===== config.mk =====
export PLATFORM = sky130hd
export DESIGN_NAME = wash_phase_timer
export DESIGN_NICKNAME = d
export VERILOG_FILES = /design/src/rtl/wash_pkg.sv /design/src/rtl/wash_tick_prescaler.sv /design/src/rtl/wash_phase_timer.sv
export SDC_FILE = /design/constraint.sdc
export NUM_CORES = 1
export LEC_CHECK = 0
export CAP_MARGIN = 40
export CELL_PAD_IN_SITES_DETAIL_PLACEMENT = 1
export CELL_PAD_IN_SITES_GLOBAL_PLACEMENT = 1
export CORE_AREA = 4 4 58 112
export DETAILED_ROUTE_END_ITERATION = 8
export DIE_AREA = 0 0 62 116
export GPL_ROUTABILITY_DRIVEN = 0
export PLACE_DENSITY = 0.73
export RECOVER_POWER = 50
export SKIP_LAST_GASP = 1
export SYNTH_ARGS = -nofsm -noshare
export SYNTH_HDL_FRONTEND = slang
export SYNTH_SLANG_ARGS = --single-unit

===== constraint.sdc =====
create_clock -name clk -period 2.1 [get_ports clk]
set_input_delay 0.21 -clock clk [delete_from_list [all_inputs] [get_ports clk]]
set_output_delay 0.21 -clock clk [all_outputs]
set_load 0.1 [all_outputs]

===== src/rtl/wash_pkg.sv =====
// Shared definitions for the washing-machine controller and its phase timer.
// Both the controller FSM and wash_phase_timer import this package.
package wash_pkg;

  typedef enum logic [1:0] {
    PH_IDLE    = 2'd0,
    PH_RUNNING = 2'd1,
    PH_PAUSED  = 2'd2,
    PH_DONE    = 2'd3
  } phase_state_e;

  localparam int TICKS_PER_SEC_DEF = 5;   // 200 ms system clock
  localparam int PERIOD_W_DEF      = 16;

  // Prescaler counter width: clog2(ticks), never narrower than one bit.
  function automatic int presc_w(input int ticks);
    return (ticks <= 1) ? 1 : $clog2(ticks);
  endfunction

endpackage


===== src/rtl/wash_tick_prescaler.sv =====
// Divides the system clock down to a one-second tick, counting only enabled
// cycles; the count freezes while enable is low and clears synchronously.
module wash_tick_prescaler
  import wash_pkg::*;
#(
  parameter int TICKS_PER_SEC = TICKS_PER_SEC_DEF
) (
  input  logic clk,
  input  logic rst,
  input  logic clear_i,
  input  logic enable_i,
  output logic sec_tick_o
);

  localparam int CNT_W = presc_w(TICKS_PER_SEC);
  localparam logic [CNT_W-1:0] LAST = CNT_W'(TICKS_PER_SEC - 1);

  logic [CNT_W-1:0] count_q, count_d;

  always_comb begin
    count_d = count_q;
    if (clear_i) begin
      count_d = '0;
    end else if (enable_i) begin
      count_d = (count_q == LAST) ? '0 : count_q + CNT_W'(1);
    end
  end

  always_ff @(posedge clk or posedge rst) begin
    if (rst) begin
      count_q <= '0;
    end else begin
      count_q <= count_d;
    end
  end

  assign sec_tick_o = enable_i && (count_q == LAST);

endmodule


===== src/rtl/wash_phase_timer.sv =====
// Phase timer answering the controller's timer interface: loads a period in
// seconds, counts down with pause/resume, and holds timer_done until cleared.
module wash_phase_timer
  import wash_pkg::*;
#(
  parameter int TICKS_PER_SEC = TICKS_PER_SEC_DEF,
  parameter int PERIOD_W      = PERIOD_W_DEF
) (
  input  logic                clk,
  input  logic                reset,
  input  logic                timer_enable,
  input  logic                timer_reset,
  input  logic [PERIOD_W-1:0] timer_period,
  output logic                timer_done,
  output logic                done_pulse,
  output logic                timer_running,
  output logic [PERIOD_W-1:0] time_remaining,
  output phase_state_e        state_dbg
);

  phase_state_e        state_q, state_d;
  logic [PERIOD_W-1:0] remaining_q, remaining_d;
  logic                done_pulse_q, done_pulse_d;
  logic                presc_en, presc_clr, sec_tick;

  // The edge that leaves PAUSED also counts, so pausing never costs an edge.
  assign presc_en  = !timer_reset && timer_enable &&
                     (state_q == PH_RUNNING || state_q == PH_PAUSED);
  assign presc_clr = timer_reset || (state_q == PH_IDLE);

  wash_tick_prescaler #(
    .TICKS_PER_SEC(TICKS_PER_SEC)
  ) u_prescaler (
    .clk       (clk),
    .rst       (reset),
    .clear_i   (presc_clr),
    .enable_i  (presc_en),
    .sec_tick_o(sec_tick)
  );

  always_comb begin
    state_d      = state_q;
    remaining_d  = remaining_q;
    done_pulse_d = 1'b0;
    if (timer_reset) begin
      state_d     = PH_IDLE;
      remaining_d = '0;
    end else begin
      case (state_q)
        PH_IDLE: begin
          if (timer_enable) begin
            if (timer_period == '0) begin
              state_d      = PH_DONE;
              done_pulse_d = 1'b1;
            end else begin
              state_d     = PH_RUNNING;
              remaining_d = timer_period;
            end
          end
        end
        PH_RUNNING, PH_PAUSED: begin
          if (timer_enable) begin
            state_d = PH_RUNNING;
            if (sec_tick && remaining_q != '0) begin
              remaining_d = remaining_q - PERIOD_W'(1);
              if (remaining_q == PERIOD_W'(1)) begin
                state_d      = PH_DONE;
                done_pulse_d = 1'b1;
              end
            end
          end else begin
            state_d = PH_PAUSED;
          end
        end
        PH_DONE: state_d = PH_DONE;
        default: state_d = PH_IDLE;
      endcase
    end
  end

  always_ff @(posedge clk or posedge reset) begin
    if (reset) begin
      state_q      <= PH_IDLE;
      remaining_q  <= '0;
      done_pulse_q <= 1'b0;
    end else begin
      state_q      <= state_d;
      remaining_q  <= remaining_d;
      done_pulse_q <= done_pulse_d;
    end
  end

  assign timer_done     = (state_q == PH_DONE);
  assign timer_running  = (state_q == PH_RUNNING);
  assign done_pulse     = done_pulse_q;
  assign time_remaining = remaining_q;
  assign state_dbg      = state_q;

endmodule


# Word level (Yosys, flattened, before mapping)
# Cells that the tools add are included.
# word_totals
ff_bits,22
inputBits,20
# classes
add_sub_neg,2
n_eq_ne,9
mux,23
reduce_logical,14
# op_table
operator,count
16-bit two-way mux,5
16-bit case mux with 2 select lines,1
16-bit by 1-bit == test with 1-bit output (second input constant),1
16-bit logical NOT,1
16-bit nonzero test,1
16-bit by 1-bit subtractor with 16-bit output (second input constant),1
2-bit two-way mux,6
3-bit inequality test (second input constant),4
3-bit two-way mux,3
1-bit two-way mux,6
2-bit case mux with 3 select lines,1
5-bit AND reduction,1
2-bit == test (second input constant),2
1-bit logical AND,4
3-bit by 1-bit adder with 3-bit output (second input constant),1
3-bit == test (second input constant),1
3-bit nonzero test,1
2-bit by 1-bit == test with 1-bit output (second input constant),1
2-bit logical NOT,1
1-bit logical OR,2
1-bit case mux with 2 select lines,1
2-bit nonzero test,1
2-bit OR reduction,1
1-bit logical NOT,1

# Longest topological paths before layout
# Gate-level depths: netlist of run 1.
# logic_depth
depth_word,9
depth_mapped,9
depth_no_buf,7

# By module
# From an unflattened synthesis of run 1, not the netlist that was laid out.
# hier_totals
hier_cells,196
hier_area_um2,1816.7
# modules_own_cells
mod,instances,cells_each,area_per_inst_um2,seq_area_each_um2
wash_phase_timer,1,178,1639.1,475.5
wash_tick_prescaler,1,18,177.7,75.1

# Worst setup path before layout of run 1
# OpenSTA, ideal clock, no wires.
# synth_timing
kind,reg2reg
start,"register state_q[0], in the netlist state_dbg[0]"
end,"register remaining_q[13], in the netlist time_remaining[13]"
setup_ns,0.101
arrival_time_ns,2.868
required_ns,1.999
setup_slack_ns,-0.869
path_stages_with_launch,10
path_buffers,2
period_less_slack_ns,2.969
cell_sequence,dfrtp_1 -> inv_1 -> ha_1 -> nand2_1 -> or3_1 -> clkbuf_1 -> a2bb2oi_2 -> buf_6 -> or4_1 -> o311ai_2
# synth_via
elab_chain_len,7
word_cells_on_any_way,16
# synth_rtl
element,line_no,source
from (decl),wash_phase_timer.sv:21,"phase_state_e state_q, state_d;"
from (signal assigned),wash_phase_timer.sv:87,state_q <= state_d;
2-bit by 1-bit == test with 1-bit output or 2-bit == test (tied branches),"wash_phase_timer.sv:28, wash_phase_timer.sv:49",
1-bit logical OR,wash_phase_timer.sv:28,(state_q == PH_RUNNING || state_q == PH_PAUSED);
1-bit logical AND,wash_phase_timer.sv:27,assign presc_en = !timer_reset && timer_enable &&
1-bit logical AND,wash_tick_prescaler.sv:37,assign sec_tick_o = enable_i && (count_q == LAST);
1-bit logical AND,wash_phase_timer.sv:64,if (sec_tick && remaining_q != '0) begin
3-bit inequality test (no line),--,
5-bit AND reduction (no line),--,
to (signal assigned),wash_phase_timer.sv:88,remaining_q <= remaining_d;
to (decl),wash_phase_timer.sv:22,"logic [PERIOD_W-1:0] remaining_q, remaining_d;"
# Several ways; a longest one is shown, not always the timed one.
# A chain may end at the register's enable or synchronous reset.

# Final worst setup path of run 1
# layout_timing
start,"register remaining_q[0], in the netlist time_remaining[0]"
end,"register remaining_q[14], in the netlist time_remaining[14]"
# layout_via
elab_chain_len,5
word_cells_on_any_way,9
# layout_rtl
element,line_no,source
16-bit by 1-bit subtractor with 16-bit output,wash_phase_timer.sv:65,remaining_d = remaining_q - PERIOD_W'(1);
16-bit two-way mux,wash_phase_timer.sv:64,
16-bit two-way mux,wash_phase_timer.sv:62,if (timer_enable) begin
16-bit case mux with 2 select lines,wash_phase_timer.sv:49,case (state_q)
16-bit two-way mux,wash_phase_timer.sv:45,if (timer_reset) begin
# Several ways; a longest one is shown, not always the timed one. The select of a mux whose other input is x is not followed.

==> results of run 1 <==
## layer usage
layer,part of all wire [%],up-vias
met4,5.2,0
met3,3.8,30
met2,55,73
li1,-,1021
met1,36,1128
met5,0,-
## through the flow
stage,TNS [ns],utilization (%)
floorplan,-5.76,-
global placement,-3.55,49.1
detailed placement,-4.31,49.1
CTS,-1.18,54.0
global route,-2.76,56.1
finish,-1.20,56.1
## worst max-delay path, stage by stage, from the launching register on
cell and delay, ns:
dfrtp_4 0.49, inv_4 0.09, buf_12 0.10, ha_4 0.12, or3b_4 0.40, or4_4 0.46, o41ai_4 0.24, nand4b_1 0.16
o311ai_2 0.11
## logic make-up (layout without fill, tap and decap cells)
family | Yosys count | count (layout)
fa+ha+maj | 8 | 8
flops | 22 | 22
compound gates | 56 | 57
mux | 3 | 3
buf+inv | 32 | 138
simple gates | 84 | 85
## registers in the layout, indices dropped and copies added, names as in the netlist
| name | count |
|---|---|
| time_remaining | 16 |
| state_dbg | 2 |
| done_pulse | 1 |
| u_prescaler.count_q | 3 |
## cells in the final DEF (no fill, tap or decap), types with 5 or more instances in the layout
cell              n
a21oi_1           6
a41oi_2           5
buf_4            84
buf_6             8
clkdlybuf4s50_1  18
dfrtp_1           7
dfrtp_2          11
inv_1            13
nand2_1           9
nand4_1           7
nor2_1           10
nor3_1            9
nor4_1            5
o21ai_0           7
o311ai_2          8
or4_4             5
## layout make-up
class	instances	share of cell area (%)
multi-input cells	153	44.2
inverters	18	2.38
well taps	61	2.38
flip-flops and latches	22	18.1
repair buffers	116	30.5
clock buffers	4	2.46
## path summary, 6_finish.rpt
kind	from	cells past startpoint	endpoint
worst min-delay path	u_prescaler.count_q[2]	2	u_prescaler.count_q[2]
worst max-delay path	time_remaining[0]	8	time_remaining[14]
worst max register to register	time_remaining[0]	8	time_remaining[14]
max in group asynchronous	reset	3	time_remaining[0]
min in group asynchronous	reset	3	time_remaining[3]
worst min register to register	u_prescaler.count_q[2]	2	u_prescaler.count_q[2]
## what timing repair did
action,in CTS,in global routing
cloned,1,1
buffers inserted,10,4
resized for setup,23,20
pin swaps,16,14
hold buffers,0,0
endpoints found under the setup margin,18,18
==> flow_summary.ini, run 1 <==
[worst_setup_path]
required_ns = 2.27
critPathCaptureType = register
worst_ep_arrival_time_ns = 2.42
rrSetupSlack_ns = -0.16
start_kind = register
worstSetupPathType = reg2reg
worstPathMaxFanout = 3

[synth]
synth_edf_count = 0
ys_top_cells_by_area = dfrtp_1 (30%), o311ai_2 (7.1%), ha_1 (5.4%), inv_1 (3.5%), nor4_1 (3.4%)
synth_top_cell_area_share_pct = 29.8
synth_xor_area_share_pct = 0
syn_avg_cell_area_um2 = 9.00
synth_fa_ha_area_share_pct = 5.42
synth_nets = 233
synth-simple-area-share_pct = 28.4
yosysTopAreaCell = dfrtp_1
synth.most_common_cell = dfrtp_1
yosysSeqAreaShare_pct = 29.8
synth_top_family_by_area = simple AND/OR/NAND/NOR gates
synth_mux_area_share_pct = 1.63
synth_compound_area_share_pct = 27.5
syn_inst = 205
synth_area_mm2 = 0.00185
synth_common_cells = dfrtp_1 (22), inv_1 (17), nor2_1 (11)
yosys_warnings = 0
ys_ff_latch = 22
synthFlopType = dfrtp_1
async_flop_share_pct = 100
synth.distinct_cells = 55

[floorplan]
start_util_pct = 32.3
core_mm2 = 0.00571
rows = 39
die-area_mm2 = 0.00719
die_h_um = 116
pin_count = 41
die_w_um = 62

[global_route]
grt_pass1_vias = 2470
busiest_layer = met2
grt_overflow = 0
antenna_found_initial = 0
grt_max_degree = 31
use_met3_pct = 2.45
grt.met1_usage_pct = 27.5
grt.total_usage_pct = 24.5
use_met2_pct = 41.6
grt_pass1_wl_um = 12900

[layout]
multiInputGateArea_mm2 = 0.00142
drive_gt1_share_pct = 54.3
seq_area_um2 = 579
filler_cell_count = 660
syn_to_final_growth_pct = 73.7
final_area_mm2 = 0.00321
layout.nets = 342
antennaDiodeCount = 0
fin_cells = 374

[timing]
setup_viol = 18
layout_setup_ws_ns = -0.157
fin_hold_ws_ns = 0.590
fin_worst_skew_ns = 0.00797
period_needed_ns = 2.26
worstMarginPinSlew_ns = 1.37
rsz0062_at_grt = true
slew_violations = 0
hold_viol = 0
finalCritPeriodShare_pct = 107
max_freq_mhz = 443
relSlewSlack_pct = 8.56

[placement]
port_buffers = 40
dpl-instance-area_mm2 = 0.00280
dp.cells = 356
place_hpwl_um = 5470
pre_cts_ws_ns = -0.376

[clock_tree]
htree_levels = 1
clock_sinks = 22
insertion_delay_ns = 0.26
cts_buffers = 3
cts_tree = done
cts_buffer_depth = 2
ctsRootBufferMaster = clkbuf_16
clk_pin_slew_ns = 0.07

[detailed_routing]
drtAntennaViolNets = 0
drtIter0Drc = 100
vias_per_cell = 6.02
wl_per_cell_um = 22.5
drt_first_pass_iters = 4
vias = 2252
wl_um = 8430
drc = 0

[outcome]
status = finished with violations
violations = setup timing

[run]
cap_violations = 0

[hold_path]
holdCritPathClass = reg2reg
Power of run 1 is left out: the tool's default activity adds up to more than one toggle a clock period on the data nets, which glitch-free logic cannot reach.
==> inputs of run 2 (changes only) <==
--- a/config.mk
+++ b/config.mk
@@ -8,11 +8,11 @@
 export CAP_MARGIN = 40
 export CELL_PAD_IN_SITES_DETAIL_PLACEMENT = 1
 export CELL_PAD_IN_SITES_GLOBAL_PLACEMENT = 1
-export CORE_AREA = 4 4 58 112
+export CORE_AREA = 4 4 53 102
 export DETAILED_ROUTE_END_ITERATION = 8
-export DIE_AREA = 0 0 62 116
+export DIE_AREA = 0 0 57 106
 export GPL_ROUTABILITY_DRIVEN = 0
-export PLACE_DENSITY = 0.73
+export PLACE_DENSITY_LB_ADDON = 0.1
 export RECOVER_POWER = 50
 export SKIP_LAST_GASP = 1
 export SYNTH_ARGS = -nofsm -noshare
==> constraint.sdc (replaced) <==
create_clock -name clk -period 2.9 [get_ports clk]
set_input_delay 0.29 -clock clk [delete_from_list [all_inputs] [get_ports clk]]
set_output_delay 0.29 -clock clk [all_outputs]
set_load 0.1 [all_outputs]
==> run 2 against run 1 <==
The run now ends clean. Die area decreased by 16%. Utilization down 7.1 points. Highest routed layer unchanged. Clock skew barely moved. Sequential share of layout area grew 6.2 points. Wire length shrank 24%. Maximum frequency fell by 15%. Clock-buffer cell count did not move. First-iteration DRC count fell by 53%. Critical path type unchanged. Setup slack gained 0.39 ns.
==> flow_summary.ini, run 2 (synthesis results as in run 1) <==
[clock_tree]
cts_buffers = 3
clock_sinks = 22
clk_pin_slew_ns = 0.09
htree_levels = 1
ctsRootBufferMaster = clkbuf_8
post_cts_resized = 0
cts_buffer_depth = 2
hold_buffers = 0
cts_tree = done
post_cts.repair.setup_buffers = 0
insertion_delay_ns = 0.28

[outcome]
status = complete, no violations

[worst_setup_path]
worstSetupPathType = reg2reg
start_kind = register
worst_ep_arrival_time_ns = 2.84
critical-path-slowest-cell = or4b_2
crit_chain = inv_1, ha_1, or4b_2, nor4_4, a2bb2oi_2, nor2_8, o311ai_2
required_ns = 3.07
critPathCaptureType = register
worstPathMaxFanout = 12
timing.critical_path.buf_inv = 1
cp_top_family = simple AND/OR/NAND/NOR gates
critPathMaxStageDelay_ns = 0.64

[layout]
largest_reg_flops = 16
antennaDiodeCount = 0
layout.nets = 274
final_cell_mix = dfrtp_1 (20), buf_4 (20), clkdlybuf4s50_1 (18)
syn_to_final_growth_pct = 23.5
drive_gt1_share_pct = 19.6

[placement]
port_buffers = 40
place_hpwl_um = 5000

[run]
cap_violations = 0

[detailed_routing]
wl_per_cell_um = 21.5
drtAntennaViolNets = 0
vias = 1964
drt_first_pass_iters = 5
drc = 0
drtIter0Drc = 47
wl_um = 6450
vias_per_cell = 6.55

[global_route]
grt_pass1_wl_um = 10900
grt_pass1_vias = 2177
grt_max_degree = 31
grt_overflow = 0
antenna_found_initial = 0
grt.total_usage_pct = 22.6

[timing]
slew_violations = 0
hold_viol = 0
period_needed_ns = 2.66
relSlewSlack_pct = 21.4
rsz0062_at_grt = false
max_freq_mhz = 375
setup_viol = 0
fin_worst_skew_ns = 0.00795
finalSetupTns_ns = 0
worstMarginPinSlew_ns = 1.18
finalCritPeriodShare_pct = 91.8

[floorplan]
core_mm2 = 0.00464
rows = 35
die_h_um = 106
pin_count = 41
die-area_mm2 = 0.00604
start_util_pct = 39.8
die_w_um = 57

[hold_path]
holdCritPathClass = in2async
==> run 2: changes by cell type in the layout (fill, tap and decap cells not counted), sizes merged <==
cell / delta
o21bai: -1
buf: -75
nor2: -1
clkbuf: +9
clkinvlp: -1
clkinv: +1
==> run 2: final timing paths <==
path | start | end | slack, ns | cells past startpoint
min in group clk | u_prescaler.count_q[2] | u_prescaler.count_q[2] | 0.59 | 2
hold reg to reg | u_prescaler.count_q[2] | u_prescaler.count_q[2] | 0.59 | 2
max in group asynchronous | reset | time_remaining[5] | 1.37 | 3
setup / recovery | time_remaining[0] | time_remaining[15] | 0.24 | 7
hold / removal | reset | u_prescaler.count_q[2] | 0.40 | 2
setup reg to reg | time_remaining[0] | time_remaining[15] | 0.24 | 7
==> run 2: per-layer routing <==
layer / global-route usage [%] / wire, um
met1: 24.8 / 2440
met2: 41.0 / 3510
met3: 2.92 / 241
met4: 11.6 / 255
met5: 0 / 0
==> run 2: worst register-to-register path: cells and delay by family (launching register included) <==
family	cells	cell delay (ns)
buffers and inverters	1	0.16
and+or+nand+nor	3	0.98
AOI/OAI and AO/OA	2	0.82
adders and majority gates	1	0.18
DFF	1	0.44
==> run 2: cell type report <==
class / instances / area, um2
fill: 561 / 2360
multi-input combinational: 151 / 1160
sequential: 22 / 553
timing repair buffer: 50 / 382
tap: 55 / 68.8
inverter: 18 / 67.6
clock buffer: 4 / 45.0
==> run 2: metrics by stage <==
step	setup WS, ns	hold slack, ns	std cells	util, %	area [um2]
3_5_place_dp	0.267	0.585	296	49.4	2290
2_1_floorplan	0.0671	0.279	205	-	1850
3_3_place_gp	0.354	0.550	295	48.8	2270
6_report	0.236	0.402	300	49.1	2280
4_1_cts	0.241	0.317	300	50.4	2340
5_1_grt	0.108	0.440	300	49.1	2280
Power of run 2 is left out for the same reason.
==> inputs of run 3 (changes only) <==
--- a/config.mk
+++ b/config.mk
@@ -5,7 +5,7 @@
 export SDC_FILE = /design/constraint.sdc
 export NUM_CORES = 1
 export LEC_CHECK = 0
-export CAP_MARGIN = 40
+export CAP_MARGIN = 10
 export CELL_PAD_IN_SITES_DETAIL_PLACEMENT = 1
 export CELL_PAD_IN_SITES_GLOBAL_PLACEMENT = 1
 export CORE_AREA = 4 4 53 102
==> constraint.sdc (replaced) <==
create_clock -name clk -period 3.25 [get_ports clk]
set_input_delay 0.325 -clock clk [delete_from_list [all_inputs] [get_ports clk]]
set_output_delay 0.325 -clock clk [all_outputs]
set_load 0.1 [all_outputs]
==> run 3 against run 2 <==
Setup slack gained 0.19 ns. Critical path depth is the same. Maximum frequency shrank 5.8%. Critical path type unchanged. Flip-flop and latch count is the same. Highest routed layer unchanged. Cell area grew 2.3%. Non-clock buffer count shrank 5. Clock skew is essentially flat. Cell count shrank 1.7%. Critical endpoint is now time_remaining[0].
==> flow_summary.ini, run 3 (synthesis results as in run 1) <==
[detailed_routing]
wl_um = 6250
drtIter0Drc = 20
drc = 0
vias = 1937
drt_first_pass_iters = 4
drtAntennaViolNets = 0
wl_per_cell_um = 21.2
vias_per_cell = 6.57

[global_route]
antenna_found_initial = 0
grt.total_usage_pct = 21.7
grt_pass1_wl_um = 10400
grt_pass1_vias = 2111
grt_overflow = 0
grt_max_degree = 31

[clock_tree]
post_cts.repair.setup_buffers = 0
post_cts_resized = 0
cts_buffers = 3
clk_pin_slew_ns = 0.09
cts_buffer_depth = 2
hold_buffers = 0
ctsRootBufferMaster = clkbuf_8
htree_levels = 1
insertion_delay_ns = 0.27
clock_sinks = 22
cts_tree = done

[worst_setup_path]
worstSetupStartpoint = time_remaining[0]
critical-path-slowest-cell = or4b_2
worst_ep_arrival_time_ns = 3.01
regToRegStartpoint = time_remaining[0]
crit_chain = inv_1, ha_1, or4b_2, nor4_4, a2bb2oi_2, nor2_8, a221oi_2
r2r-end = time_remaining[0]
worstPathMaxFanout = 12
required_ns = 3.43
worstSetupPathType = reg2reg
critPathMaxStageDelay_ns = 0.63
critPathCaptureType = register
rrSetupSlack_ns = 0.42
rr_worst_depth = 7
start_kind = register

[floorplan]
die_w_um = 57
rows = 35
pin_count = 41
die-area_mm2 = 0.00604
die_h_um = 106
core_mm2 = 0.00464
start_util_pct = 39.8

[placement]
place_hpwl_um = 4670
dpl-instance-area_mm2 = 0.00228
port_buffers = 40
pre_cts_ws_ns = 0.454

[timing]
fin_hold_ws_ns = 0.588
hold_viol = 0
rsz0062_at_grt = false
finalCritPeriodShare_pct = 87.0
slew_violations = 0
fin_worst_skew_ns = 0.00770
setup_viol = 0
worstMarginPinSlew_ns = 1.19
finalSetupTns_ns = 0
relSlewSlack_pct = 20.9
period_needed_ns = 2.83
layout_setup_ws_ns = 0.422
max_freq_mhz = 354

[hold_path]
holdCritPathClass = reg2reg
whs_path_depth = 2
whs_endpoint = u_prescaler.count_q[2]
min_from = u_prescaler.count_q[2]

[run]
cap_violations = 0

[layout]
antennaDiodeCount = 0
filler_cell_count = 565
largest_reg_flops = 16
layout.nets = 269
drive_gt1_share_pct = 13.3
final_common_cell = clkdlybuf4s50_1
final_area_mm2 = 0.00233
final_cell_mix = clkdlybuf4s50_1 (33), dfrtp_1 (22), inv_1 (17)
syn_to_final_growth_pct = 26.2

[outcome]
status = complete, no violations
## run 3: cell count changes in the layout (fill, tap and decap cells not counted), sizes merged
cell,delta
buf,-15
clkdlybuf4s50,+15
clkbuf,-9
dlygate4sd3,+4
## run 3: metal layers
layer	vias to the layer above	share of wire, %	global-route usage, %
met5	-	0	0
met4	0	2.9	9.29
met3	20	4.2	3.16
met2	63	55	39.7
met1	984	38	23.9
li1	870	-	-
## run 3: how the worst max path moves through the flow
stage	end	cells after the start
after floorplan	time_remaining[13]	9
after global placement	time_remaining[4]	7
after detailed placement	time_remaining[0]	7
after CTS	time_remaining[0]	7
after global routing	time_remaining[0]	7
final	time_remaining[0]	7
## run 3: critical path, delay by kind of cell (launching register included)
family	cells	cell delay [ns]
buf+inv	1	0.15
simple gates	3	1.08
fa+ha+maj	1	0.19
flops	1	0.43
compound gates	2	0.89
## run 3: layout make-up
type,instances,area (um2),area share (%)
inverter,18,67.6,2.90
tap,55,68.8,2.95
multi-input combinational,151,1160,49.9
clock buffer,4,55.1,2.36
sequential,22,551,23.6
timing repair buffer,45,425,18.3
## run 3: stage by stage
| step | cells | utilization, % |
|---|---|---|
| after floorplan | 205 | - |
| after global placement | 291 | 49.2 |
| after detailed placement | 291 | 49.2 |
| after CTS | 295 | 50.4 |
| after global routing | 295 | 50.2 |
| final | 295 | 50.2 |
Power of run 3 is left out for the same reason.
